===== src/rtl/cpu_pipe_pkg.sv =====
// rtl/cpu_pipe_pkg.sv - shared widths, control bit map, payload struct and skid state enum
package cpu_pipe_pkg;

  // Default datapath widths of the 19-bit CPU
  localparam int DATA_W_DEF = 19;
  localparam int OPC_W_DEF  = 5;
  localparam int IMM_W_DEF  = 8;
  localparam int RA_W_DEF   = 3;
  localparam int CTRL_W_DEF = 7;
  localparam int CNT_W_DEF  = 16;

  // Control bundle bit map
  localparam int CTRL_REGWRITE = 0;
  localparam int CTRL_MEMTOREG = 1;
  localparam int CTRL_MEMREAD  = 2;
  localparam int CTRL_MEMWRITE = 3;
  localparam int CTRL_ALUSRC   = 4;
  localparam int CTRL_ALUOP    = 5;
  localparam int CTRL_REGDIST  = 6;

  // Field order matches the flattened payload used by the top level
  typedef struct packed {
    logic [OPC_W_DEF-1:0]  opcode;
    logic [CTRL_W_DEF-1:0] ctrl;
    logic [IMM_W_DEF-1:0]  imm;
    logic [RA_W_DEF-1:0]   rs;
    logic [RA_W_DEF-1:0]   rt;
    logic [RA_W_DEF-1:0]   rd;
    logic [DATA_W_DEF-1:0] rd1;
    logic [DATA_W_DEF-1:0] rd2;
  } id_ex_payload_t;

  typedef enum logic [1:0] {
    EMPTY = 2'd0,
    ONE   = 2'd1,
    FULL  = 2'd2
  } skid_state_e;

endpackage


===== src/rtl/pipe_skid_buf.sv =====
// rtl/pipe_skid_buf.sv - generic 2-entry skid buffer with registered ready and flush
module pipe_skid_buf
  import cpu_pipe_pkg::*;
#(
  parameter int WIDTH = 8
) (
  input  logic             clk,
  input  logic             rst,
  input  logic             flush,
  input  logic             in_valid,
  output logic             in_ready,
  input  logic [WIDTH-1:0] in_data,
  output logic             out_valid,
  input  logic             out_ready,
  output logic [WIDTH-1:0] out_data
);

  skid_state_e      state_q, state_d;
  logic [WIDTH-1:0] main_q, main_d;
  logic [WIDTH-1:0] skid_q, skid_d;
  logic             ready_q, ready_d;
  logic             accept;
  logic             consume;

  // ready is a flop, so accept never depends combinationally on out_ready
  assign accept  = in_valid && ready_q;
  assign consume = (state_q != EMPTY) && out_ready;

  // State, entry storage and registered ready
  always_ff @(posedge clk) begin
    if (rst) begin
      state_q <= EMPTY;
      main_q  <= '0;
      skid_q  <= '0;
      ready_q <= 1'b1;
    end else begin
      state_q <= state_d;
      main_q  <= main_d;
      skid_q  <= skid_d;
      ready_q <= ready_d;
    end
  end

  // Next state and entry movement; flush drops everything but leaves stale data in place
  always_comb begin
    state_d = state_q;
    main_d  = main_q;
    skid_d  = skid_q;
    if (flush) begin
      state_d = EMPTY;
    end else begin
      unique case (state_q)
        EMPTY: begin
          if (accept) begin
            state_d = ONE;
            main_d  = in_data;
          end
        end
        ONE: begin
          if (accept && consume) begin
            main_d = in_data;
          end else if (accept) begin
            state_d = FULL;
            skid_d  = in_data;
          end else if (consume) begin
            state_d = EMPTY;
          end
        end
        FULL: begin
          if (consume) begin
            state_d = ONE;
            main_d  = skid_q;
          end
        end
        default: state_d = EMPTY;
      endcase
    end
    ready_d = (state_d != FULL);
  end

  // Outputs are taken straight from the head entry and the ready flop
  always_comb begin
    out_valid = (state_q != EMPTY);
    out_data  = main_q;
    in_ready  = ready_q;
  end

endmodule


===== src/rtl/id_ex_pipe_skid.sv =====
// rtl/id_ex_pipe_skid.sv - ID/EX pipeline register with skid buffer, bubble gating and stall counter
module id_ex_pipe_skid
  import cpu_pipe_pkg::*;
#(
  parameter int DATA_W = DATA_W_DEF,
  parameter int OPC_W  = OPC_W_DEF,
  parameter int IMM_W  = IMM_W_DEF,
  parameter int RA_W   = RA_W_DEF,
  parameter int CTRL_W = CTRL_W_DEF,
  parameter int CNT_W  = CNT_W_DEF
) (
  input  logic              clk,
  input  logic              rst,
  input  logic              flush,
  input  logic              id_valid,
  output logic              id_ready,
  input  logic [OPC_W-1:0]  id_opcode,
  input  logic [CTRL_W-1:0] id_ctrl,
  input  logic [IMM_W-1:0]  id_imm,
  input  logic [RA_W-1:0]   id_rs,
  input  logic [RA_W-1:0]   id_rt,
  input  logic [RA_W-1:0]   id_rd,
  input  logic [DATA_W-1:0] id_rd1,
  input  logic [DATA_W-1:0] id_rd2,
  output logic              ex_valid,
  input  logic              ex_ready,
  output logic [OPC_W-1:0]  ex_opcode,
  output logic [CTRL_W-1:0] ex_ctrl,
  output logic [IMM_W-1:0]  ex_imm,
  output logic [RA_W-1:0]   ex_rs,
  output logic [RA_W-1:0]   ex_rt,
  output logic [RA_W-1:0]   ex_rd,
  output logic [DATA_W-1:0] ex_rd1,
  output logic [DATA_W-1:0] ex_rd2,
  output logic [CNT_W-1:0]  stall_cnt
);

  localparam int PAY_W = OPC_W + CTRL_W + IMM_W + 3 * RA_W + 2 * DATA_W;

  logic [PAY_W-1:0]  in_pay;
  logic [PAY_W-1:0]  out_pay;
  logic [CTRL_W-1:0] ctrl_raw;
  logic [CNT_W-1:0]  stall_q, stall_d;

  assign in_pay = {id_opcode, id_ctrl, id_imm, id_rs, id_rt, id_rd, id_rd1, id_rd2};

  pipe_skid_buf #(
    .WIDTH (PAY_W)
  ) u_skid (
    .clk       (clk),
    .rst       (rst),
    .flush     (flush),
    .in_valid  (id_valid),
    .in_ready  (id_ready),
    .in_data   (in_pay),
    .out_valid (ex_valid),
    .out_ready (ex_ready),
    .out_data  (out_pay)
  );

  assign {ex_opcode, ctrl_raw, ex_imm, ex_rs, ex_rt, ex_rd, ex_rd1, ex_rd2} = out_pay;

  // A bubble carries no control so EX never writes back or touches memory
  assign ex_ctrl = ex_valid ? ctrl_raw : '0;

  // Saturating count of cycles where EX holds off a valid entry
  always_comb begin
    stall_d = stall_q;
    if (ex_valid && !ex_ready && (stall_q != {CNT_W{1'b1}})) begin
      stall_d = stall_q + CNT_W'(1);
    end
  end

  // Counter register; only reset clears it, flush leaves it alone
  always_ff @(posedge clk) begin
    if (rst) begin
      stall_q <= '0;
    end else begin
      stall_q <= stall_d;
    end
  end

  assign stall_cnt = stall_q;

endmodule


===== config.mk =====
export PLATFORM = sky130hd
export DESIGN_NAME = id_ex_pipe_skid
export DESIGN_NICKNAME = d
export VERILOG_FILES = /design/src/rtl/cpu_pipe_pkg.sv /design/src/rtl/pipe_skid_buf.sv /design/src/rtl/id_ex_pipe_skid.sv
export SDC_FILE = /design/constraint.sdc
export NUM_CORES = 1
export LEC_CHECK = 0
export CAP_MARGIN = 10
export CORE_ASPECT_RATIO = 1.25
export CORE_UTILIZATION = 50
export DETAILED_ROUTE_END_ITERATION = 8
export PLACE_DENSITY_LB_ADDON = 0.05
export SETUP_SLACK_MARGIN = 0.15
export SYNTH_ARGS = -nofsm -noshare
export SYNTH_HDL_FRONTEND = slang
export SYNTH_HIERARCHICAL = 1
export SYNTH_SLANG_ARGS = --single-unit

===== constraint.sdc =====
create_clock -name clk -period 2.1 [get_ports clk]
set_clock_uncertainty 0.1 [all_clocks]
set_input_delay 0.42 -clock clk [delete_from_list [all_inputs] [get_ports clk]]
set_output_delay 0.42 -clock clk [all_outputs]
set_load 0.1 [all_outputs]

-- Word-level counts from Yosys, hierarchy flattened
Cells that the tools add are included.
- equal/unequal tests: 7
- reductions and logical operators: 11
- bitwise gates (word level): 2
- mux-type cells: 12
- $add $sub $neg: 1
- operators with widths (operator ; count):
    two-way mux 67 bit ; 3
    case mux 67 bit (3 select lines) ; 1
    adder 16 x 1 -> 16 bit (second input constant) ; 1
    inequality test 16 bit (second input constant) ; 1
    two-way mux 2 bit ; 6
    two-way mux 7 bit ; 1
    inequality test 2 x 1 -> 1 bit (second input constant) ; 3
    case mux 2 bit (3 select lines) ; 1
    logical AND 1 bit ; 5
    AND reduction 5 bit ; 1
    AND reduction 4 bit ; 1
    nonzero test 3 bit ; 1
    equality test 2 x 1 -> 1 bit (second input constant) ; 1
    equality test 2 bit (second input constant) ; 1
    logical NOT 2 bit ; 1
    inequality test 2 bit (second input constant) ; 1
    inverter 1 bit ; 2
    nonzero test 2 bit ; 1
    logical NOT 1 bit ; 1
- register bits after elaboration: 153
- logic and storage cells: 38
- input port bits: 72
- output and inout port bits: 85

-- Depth between registers and ports, before layout
Gate-level depths: netlist of run 1.
- depth in word-level cells: 8
- depth in mapped cells: 7
- mapped depth without buffers: 6

-- Cells and area by module
The synthesis of run 1 kept the hierarchy.
- modules (own cells, without submodules) (module ; cells an instance ; sequential area each (um^2) ; instances ; area an instance (um^2)):
    pipe_skid_buf ; 609 ; 2742.6 ; 1 ; 5557.8
    id_ex_pipe_skid ; 107 ; 320.3 ; 1 ; 902.1

-- Least setup slack after synthesis of run 1
OpenSTA, ideal clock, no wires.
- path type: register to register
- from: register stall_q[0], in the netlist stall_cnt[0]
- to: register stall_q[9], in the netlist stall_cnt[9]
- arrival: 2359 ps
- data required time: 1934 ps
- path slack: -425 ps
- setup time: 66 ps
- cell stages (with the launch flop): 7
- path through: dfxtp_1 ha_1 nand4_2 nor4_4 a211oi_2 a21o_1 a21oi_2
- word-level cells in the longest chain between the ends: 2
- elaborated cells between the ends (all ways): 3
- classes of those cells: 1 x add/sub; 1 x eq/ne; 1 x reduce/logical
- ends and longest elaborated chain (element ; RTL line ; text):
    from (decl) ; id_ex_pipe_skid.sv:43 ; logic [CNT_W-1:0] stall_q, stall_d;
    from (signal assigned) ; id_ex_pipe_skid.sv:79 ; stall_q <= stall_d;
    parallel branches: the longest is 2 deep, another holds adder 16 x 1 -> 16 bit ; - ;
Several ways; the timed one is not identified.
A chain may end at the register's enable or synchronous reset.

-- Worst setup path in the final report of run 1
- from: register u_skid.state_q[1]
- to: output port ex_ctrl[2]
- word-level cells in the longest chain between the ends: 2
- ends and longest elaborated chain (element ; RTL line ; text):
    from (decl) ; pipe_skid_buf.sv:18 ; skid_state_e state_q, state_d;
    from (signal assigned) ; pipe_skid_buf.sv:37 ; state_q <= state_d;
    nonzero test 2 bit ; pipe_skid_buf.sv:83 ; out_valid = (state_q != EMPTY);
    two-way mux 7 bit ; id_ex_pipe_skid.sv:64 ; assign ex_ctrl = ex_valid ? ctrl_raw : '0;
    to (decl) ; id_ex_pipe_skid.sv:28 ; output logic [CTRL_W-1:0] ex_ctrl,
Every way passes these cells.

==> impl_metrics.yaml, run 1 <==
pwr:
  p_total_mw: 7.51
  powerDensity_mw_per_mm2: 835
  combPwrFrac_pct: 18.7
  clock_power_share_pct: 40.5
  p_switching_mw: 2.25
  netSwitchingFraction_pct: 30.0
  peakVddDrop_mv: 0.539
  p_leak_nw: 3.79
  internal_power_mw: 5.26
  seqPwrFrac_pct: 40.8
clock_tree:
  cts_hold_buf: 0
  cts_sinks: 153
  cts_max_level: 4
  clock_latency_ns: 0.42
  cts_buffers: 17
  clock-root-buffer: "clkbuf_16"
  cts_tree: "built"
  clock_path_buffers: 2
  clk_pin_slew_worst_paths_ns: 0.06
synthesis:
  synth-seq-area-share_pct: 47.4
  yosysTopAreaCell: "dfxtp_1"
  ys_warn_count: 6
  synth_area_leaders: "dfxtp_1, mux2i_1, nand2_1"
  synth_fp_nets: 789
  synth_top_area_share_pct: 47.4
  synth_seq_cells: 153
  async_flop_share_pct: 0
  post-synth-top-count-cell: "dfxtp_1"
  syn_area_sq_mm: 0.00646
  synth_commonest_cells: "dfxtp_1, nand2_1, nor2_1"
  synth_cells: 716
  syn_area_per_cell_sq_um: 9.02
  synth_flop_cell: "dfxtp_1"
  synth_cell_type_count: 44
  synth_enable_flop_cells: 0
placed_design:
  port_buffers: 156
  hpwl_mm: 10.8
  place_congestion: 0.767
critical_path:
  crit_required_ns: 1.58
  path_class: "flop to output port"
  startpoint_type: "flop"
  endpoint_kind: "output port"
  arrival_ns: 1.43
  path_max_fanout: 6
global_routing:
  grt-busiest-layer: "met2"
  antenna_found_initial: 0
  grt_first_pass_wirelength_mm: 25.9
  grt_util_met2_pct: 43.9
  grt_pass1_vias: 5460
  grt_max_degree: 56
  gr-total-overflow: 0
  grtUsageTotal_pct: 23.9
  grt_use_met3_pct: 5.18
  met1_usage_pct: 27.6
timing:
  setup_violations: 0
  rsz0062_at_grt: "yes"
  final_max_slew_viol_count: 0
  relSlewSlack_pct: 70.1
  final_hold_viol_count: 0
  final.min_clock_period_ns: 1.95
  setup_tns_ns: 0
  max_slew.worst_pin.slew_ns: 0.445
  period_share_pct: 92.7
  fmax_mhz: 514
floorplanning:
  die_w_microns: 104
  die_area_sq_mm: 0.0134
  num_io_pins: 157
  rows: 46
  die_height_microns: 129
  core_region_area_sq_mm: 0.0127
  start_util_pct: 51.0
finish:
  final_core_util_pct: 71.0
  drive_above_1_share_pct: 25.7
  area_growth_pct: 39.2
  fillerInstances: 1018
  nets: 947
  num_antenna_cells: 0
routing:
  post_drt_wl_per_cell_microns: 15.3
  first_pass_iters: 4
  initialDrtViolationCount: 222
  drcViolationCount: 0
  wirelength_mm: 16.1
  postRouteAntennaNets: 0
  route.vias.total: 5604
  routed_via_density: 5.31
run_status:
  status: "complete, no violations"
run:
  cap_viol_max_count: 0
hold_path:
  hold_class: "input pin to flop"
-- repair_timing --
| action | CTS | global route |
|---|---|---|
| cloned | 1 | 1 |
| pin swaps | 1 | 1 |
| setup buffers | 3 | 3 |
| resized for setup | 5 | 4 |
| endpoints found under the setup margin | 7 | 58 |
-- routing by layer --
metal / wire length, microns / up-vias
met2: 8390 / 147
li1: - / 2782
met4: 216 / 0
met1: 6750 / 2662
met5: 0 / -
met3: 787 / 13
-- through the flow --
step / instances / setup WS (ns) / area [sq um] / hold WS [ns]
floorplan: 716 / 0.145 / 6520 / 0.336
global placement: 1015 / -0.166 / 8310 / 0.340
detailed placement: 1015 / -0.262 / 8310 / 0.346
global route: 1055 / 0.123 / 8990 / 0.312
finish: 1055 / 0.153 / 8990 / 0.302
CTS: 1051 / 0.133 / 8950 / 0.297
-- worst max-delay path: stages (launching register included) --
cell and delay [ns]:
dfxtp_4 0.37, or2_4 0.26, and2_2 0.21, buf_12 0.17
-- cells in the final DEF, fill, tap and decap left out, types with 2 or more instances in the layout --
master,netlist,layout
buf_12,0,20
a31oi_1,2,2
clkdlybuf4s50_1,0,69
clkinv_2,0,2
bufinv_16,0,2
nand4_1,2,2
o21a_1,2,2
dfxtp_4,0,7
and2_2,0,6
nor2_1,81,81
nand2_1,144,144
clkinv_4,0,3
clkbuf_16,0,18
nor3_1,3,2
dfxtp_1,153,134
inv_6,0,2
nor4_1,2,2
dfxtp_2,0,12
nand2b_1,4,3
xnor2_1,9,9
a21oi_1,73,73
or4_1,3,3
clkbuf_8,0,2
clkinvlp_4,0,3
or2_4,0,2
mux2i_1,72,72
inv_1,4,4
nand3_1,7,7
a211oi_1,38,38
a211oi_2,31,31
buf_4,8,103
-- state kept, by name (all words and copies together) (netlist names) --
name / cells
u_skid/state_q: 2
stall_cnt: 16
u_skid/out_data: 67
u_skid/in_ready: 1
u_skid/skid_q: 67
-- cell families (layout without fill, tap and decap cells) --
group / after synthesis / after routing / synth area share, %
adder cells (fa/ha/maj): 1 / 1 / 0.194
multiplexers: 72 / 72 / 11.2
XOR/XNOR: 9 / 9 / 1.22
buffers and inverters: 61 / 231 / 4.55
AO/OA/AOI/OAI: 154 / 154 / 17.7
flip-flops: 153 / 153 / 47.4
AND/OR/NAND/NOR: 266 / 267 / 17.7
-- cell type report --
class | count | area, sq um | area share [%]
Tap cell | 168 | 210 | 2.34
Multi-Input combinational cell | 503 | 3160 | 35.1
Inverter | 4 | 15.0 | 0.167
Timing Repair Buffer | 195 | 1910 | 21.3
Clock buffer | 19 | 453 | 5.04
Clock inverter | 13 | 143 | 1.59
Sequential cell | 153 | 3100 | 34.5
-- final timing paths --
kind / from / endpoint / slack [ns] / cells past startpoint
min reg2reg: u_skid/skid_q[5] / u_skid/skid_q[5] / 0.35 / 2
max reg2reg: u_skid/state_q[0] / u_skid/out_data[45] / 0.26 / 7
min: rst / stall_cnt[5] / 0.30 / 2
max: u_skid/state_q[1] / ex_ctrl[2] / 0.15 / 3
-- power groups by stage --
stage,Sequential [mW],Combinational (mW),Clock (mW)
after global placement,3.13,1.38,0
after detailed placement,3.13,1.40,0
after global routing,3.08,1.47,3.22
after floorplan,3.73,0.355,0
final,3.07,1.41,3.04
after CTS,3.07,1.41,3.09
Note: power is estimated with default switching activity, not from simulation.
==> run 2, diff against run 1 <==
--- a/config.mk
+++ b/config.mk
@@ -9,8 +9,10 @@
 export CORE_ASPECT_RATIO = 1.25
 export CORE_UTILIZATION = 50
 export DETAILED_ROUTE_END_ITERATION = 8
-export PLACE_DENSITY_LB_ADDON = 0.05
+export HOLD_SLACK_MARGIN = 0.12
+export PLACE_DENSITY = 0.9
 export SETUP_SLACK_MARGIN = 0.15
+export SLEW_MARGIN = 20
 export SYNTH_ARGS = -nofsm -noshare
 export SYNTH_HDL_FRONTEND = slang
 export SYNTH_HIERARCHICAL = 1
==> run 2 against run 1 <==
Critical path depth did not move. Wire length fell by 1.9%. Sequential share of layout area rose by 0.096 points. Largest cell class unchanged. Via count rose by 0.80%. The run now ends with DRC left. First-iteration DRC count rose by 46%.
==> impl_metrics.yaml, run 2 (same netlist as run 1, synthesis figures left out) <==
timing:
  rsz0062_at_grt: "yes"
  relSlewSlack_pct: 70.2
  setup_violations: 0
  holdWs_ns: 0.335
  fin_ws_ns: 0.127
  max_slew.worst_pin.slew_ns: 0.447
  setup_tns_ns: 0
  final.min_clock_period_ns: 1.97
  fmax_mhz: 507
  final_max_slew_viol_count: 0
  period_share_pct: 94.0
  final_hold_viol_count: 0
pwr:
  p_leak_nw: 3.76
  netSwitchingFraction_pct: 29.1
  seqPwrFrac_pct: 40.9
  powerDensity_mw_per_mm2: 836
  peakVddDrop_mv: 0.482
  clock_power_share_pct: 40.5
  combPwrFrac_pct: 18.6
  internal_power_mw: 5.32
  p_switching_mw: 2.18
floorplanning:
  core_region_area_sq_mm: 0.0127
  die_w_microns: 104
  rows: 46
  die_height_microns: 129
  num_io_pins: 157
  die_area_sq_mm: 0.0134
  start_util_pct: 51.0
critical_path:
  path_max_fanout: 5
  crit_required_ns: 1.58
  timing.rr.start: "u_skid/state_q[1]"
  arrival_ns: 1.45
  crit_path_start: "u_skid/state_q[1]"
  startpoint_type: "flop"
  crit_path_end: "ex_ctrl[3]"
  r2r_end: "u_skid/skid_q[10]"
  endpoint_kind: "output port"
  path_class: "flop to output port"
  rr_worst_depth: 6
  reg2reg_setup_slack_ns: 0.21
placed_design:
  post-place-ws_ns: -0.167
  port_buffers: 156
  placedInstanceArea_sq_mm: 0.00832
  hpwl_mm: 10.8
  place_congestion: 0.821
global_routing:
  grtUsageTotal_pct: 23.6
  grt_pass1_vias: 5415
  gr-total-overflow: 0
  grt_max_degree: 67
  antenna_found_initial: 0
  grt_first_pass_wirelength_mm: 25.3
clock_tree:
  clock_path_buffers: 2
  cts_sinks: 153
  clk_pin_slew_worst_paths_ns: 0.06
  clock_latency_ns: 0.41
  clock-root-buffer: "clkbuf_16"
  cts_buffers: 17
  cts_max_level: 4
  cts_hold_buf: 0
  cts_tree: "built"
finish:
  fin_area_sq_mm: 0.00897
  area_growth_pct: 38.9
  num_antenna_cells: 0
  drive_above_1_share_pct: 24.9
  seq_area_sq_mm: 0.00310
  nets: 942
  fillerInstances: 932
  mostFrequentLayoutCells: "nand2_1, dfxtp_1, buf_4, nor2_1, a21oi_1"
  final_common_cell: "nand2_1"
  multi_input_area_sq_mm: 0.00315
routing:
  initialDrtViolationCount: 325
  postRouteAntennaNets: 0
  wirelength_mm: 15.8
  post_drt_wl_per_cell_microns: 15.1
  drcViolationCount: 1
  first_pass_iters: 6
  route.vias.total: 5649
  routed_via_density: 5.38
hold_path:
  hold_class: "input pin to flop"
run_status:
  status: "finished with violations"
  violations: "DRC"
run:
  cap_viol_max_count: 0
## run 2: cell count changes in the layout (fill, tap and decap cells not counted), sizes merged
cell / delta
dlymetal6s2s: -1
inv: -2
clkinv: -1
buf: -4
clkinvlp: -1
clkbuf: +3
clkdlybuf4s50: +1
## run 2: power by group through the flow
stage | Combinational [mW] | Clock (mW) | Sequential [mW]
after floorplan | 0.355 | 0 | 3.73
after global placement | 1.37 | 0 | 3.13
after detailed placement | 1.39 | 0 | 3.13
after CTS | 1.40 | 3.11 | 3.07
after global routing | 1.46 | 3.22 | 3.08
final | 1.40 | 3.04 | 3.07
## run 2: worst max-delay path: stages, from the launching register on
cell     delay [ns]
dfxtp_4        0.37
or2_4          0.29
and2_2         0.21
buf_12         0.17
## run 2: final cells by class
class | instances | area share [%]
Sequential cell | 153 | 34.6
Clock inverter | 9 | 1.24
Tap cell | 168 | 2.34
Multi-Input combinational cell | 503 | 35.1
Timing Repair Buffer | 190 | 21.1
Clock buffer | 23 | 5.45
Inverter | 4 | 0.167
## run 2: worst min-delay path by stage
stage                      start           endpoint  cells past startpoint
2_1_floorplan   u_skid/skid_q[0]   u_skid/skid_q[0]                      2
3_3_place_gp   u_skid/skid_q[64]  u_skid/skid_q[64]                      2
3_5_place_dp   u_skid/skid_q[50]  u_skid/skid_q[50]                      2
4_1_cts                      rst       stall_cnt[3]                      2
5_1_grt                      rst       stall_cnt[3]                      2
6_report                     rst      stall_cnt[11]                      2
## run 2: metrics by stage
step           utilization (%)  power, mW  cells
2_1_floorplan                -       4.08    716
3_3_place_gp              65.7       4.50   1013
3_5_place_dp              65.7       4.52   1013
4_1_cts                   70.6       7.57   1047
5_1_grt                   70.8       7.75   1050
6_report                  70.8       7.50   1050
## run 2: per-layer routing
layer / vias to the layer above / routed length, microns / track usage, %
met2: 170 / 8040 / 42.0
met1: 2663 / 6530 / 26.3
met5: - / 0 / 0
li1: 2774 / - / -
met3: 42 / 685 / 5.73
met4: 0 / 583 / 12.3
## run 2: timing repair
action	in CTS	in global routing
setup buffers	1	3
endpoints found under the setup margin	7	7
pin swaps	1	2
gates cloned	1	0
gates resized for setup	5	1
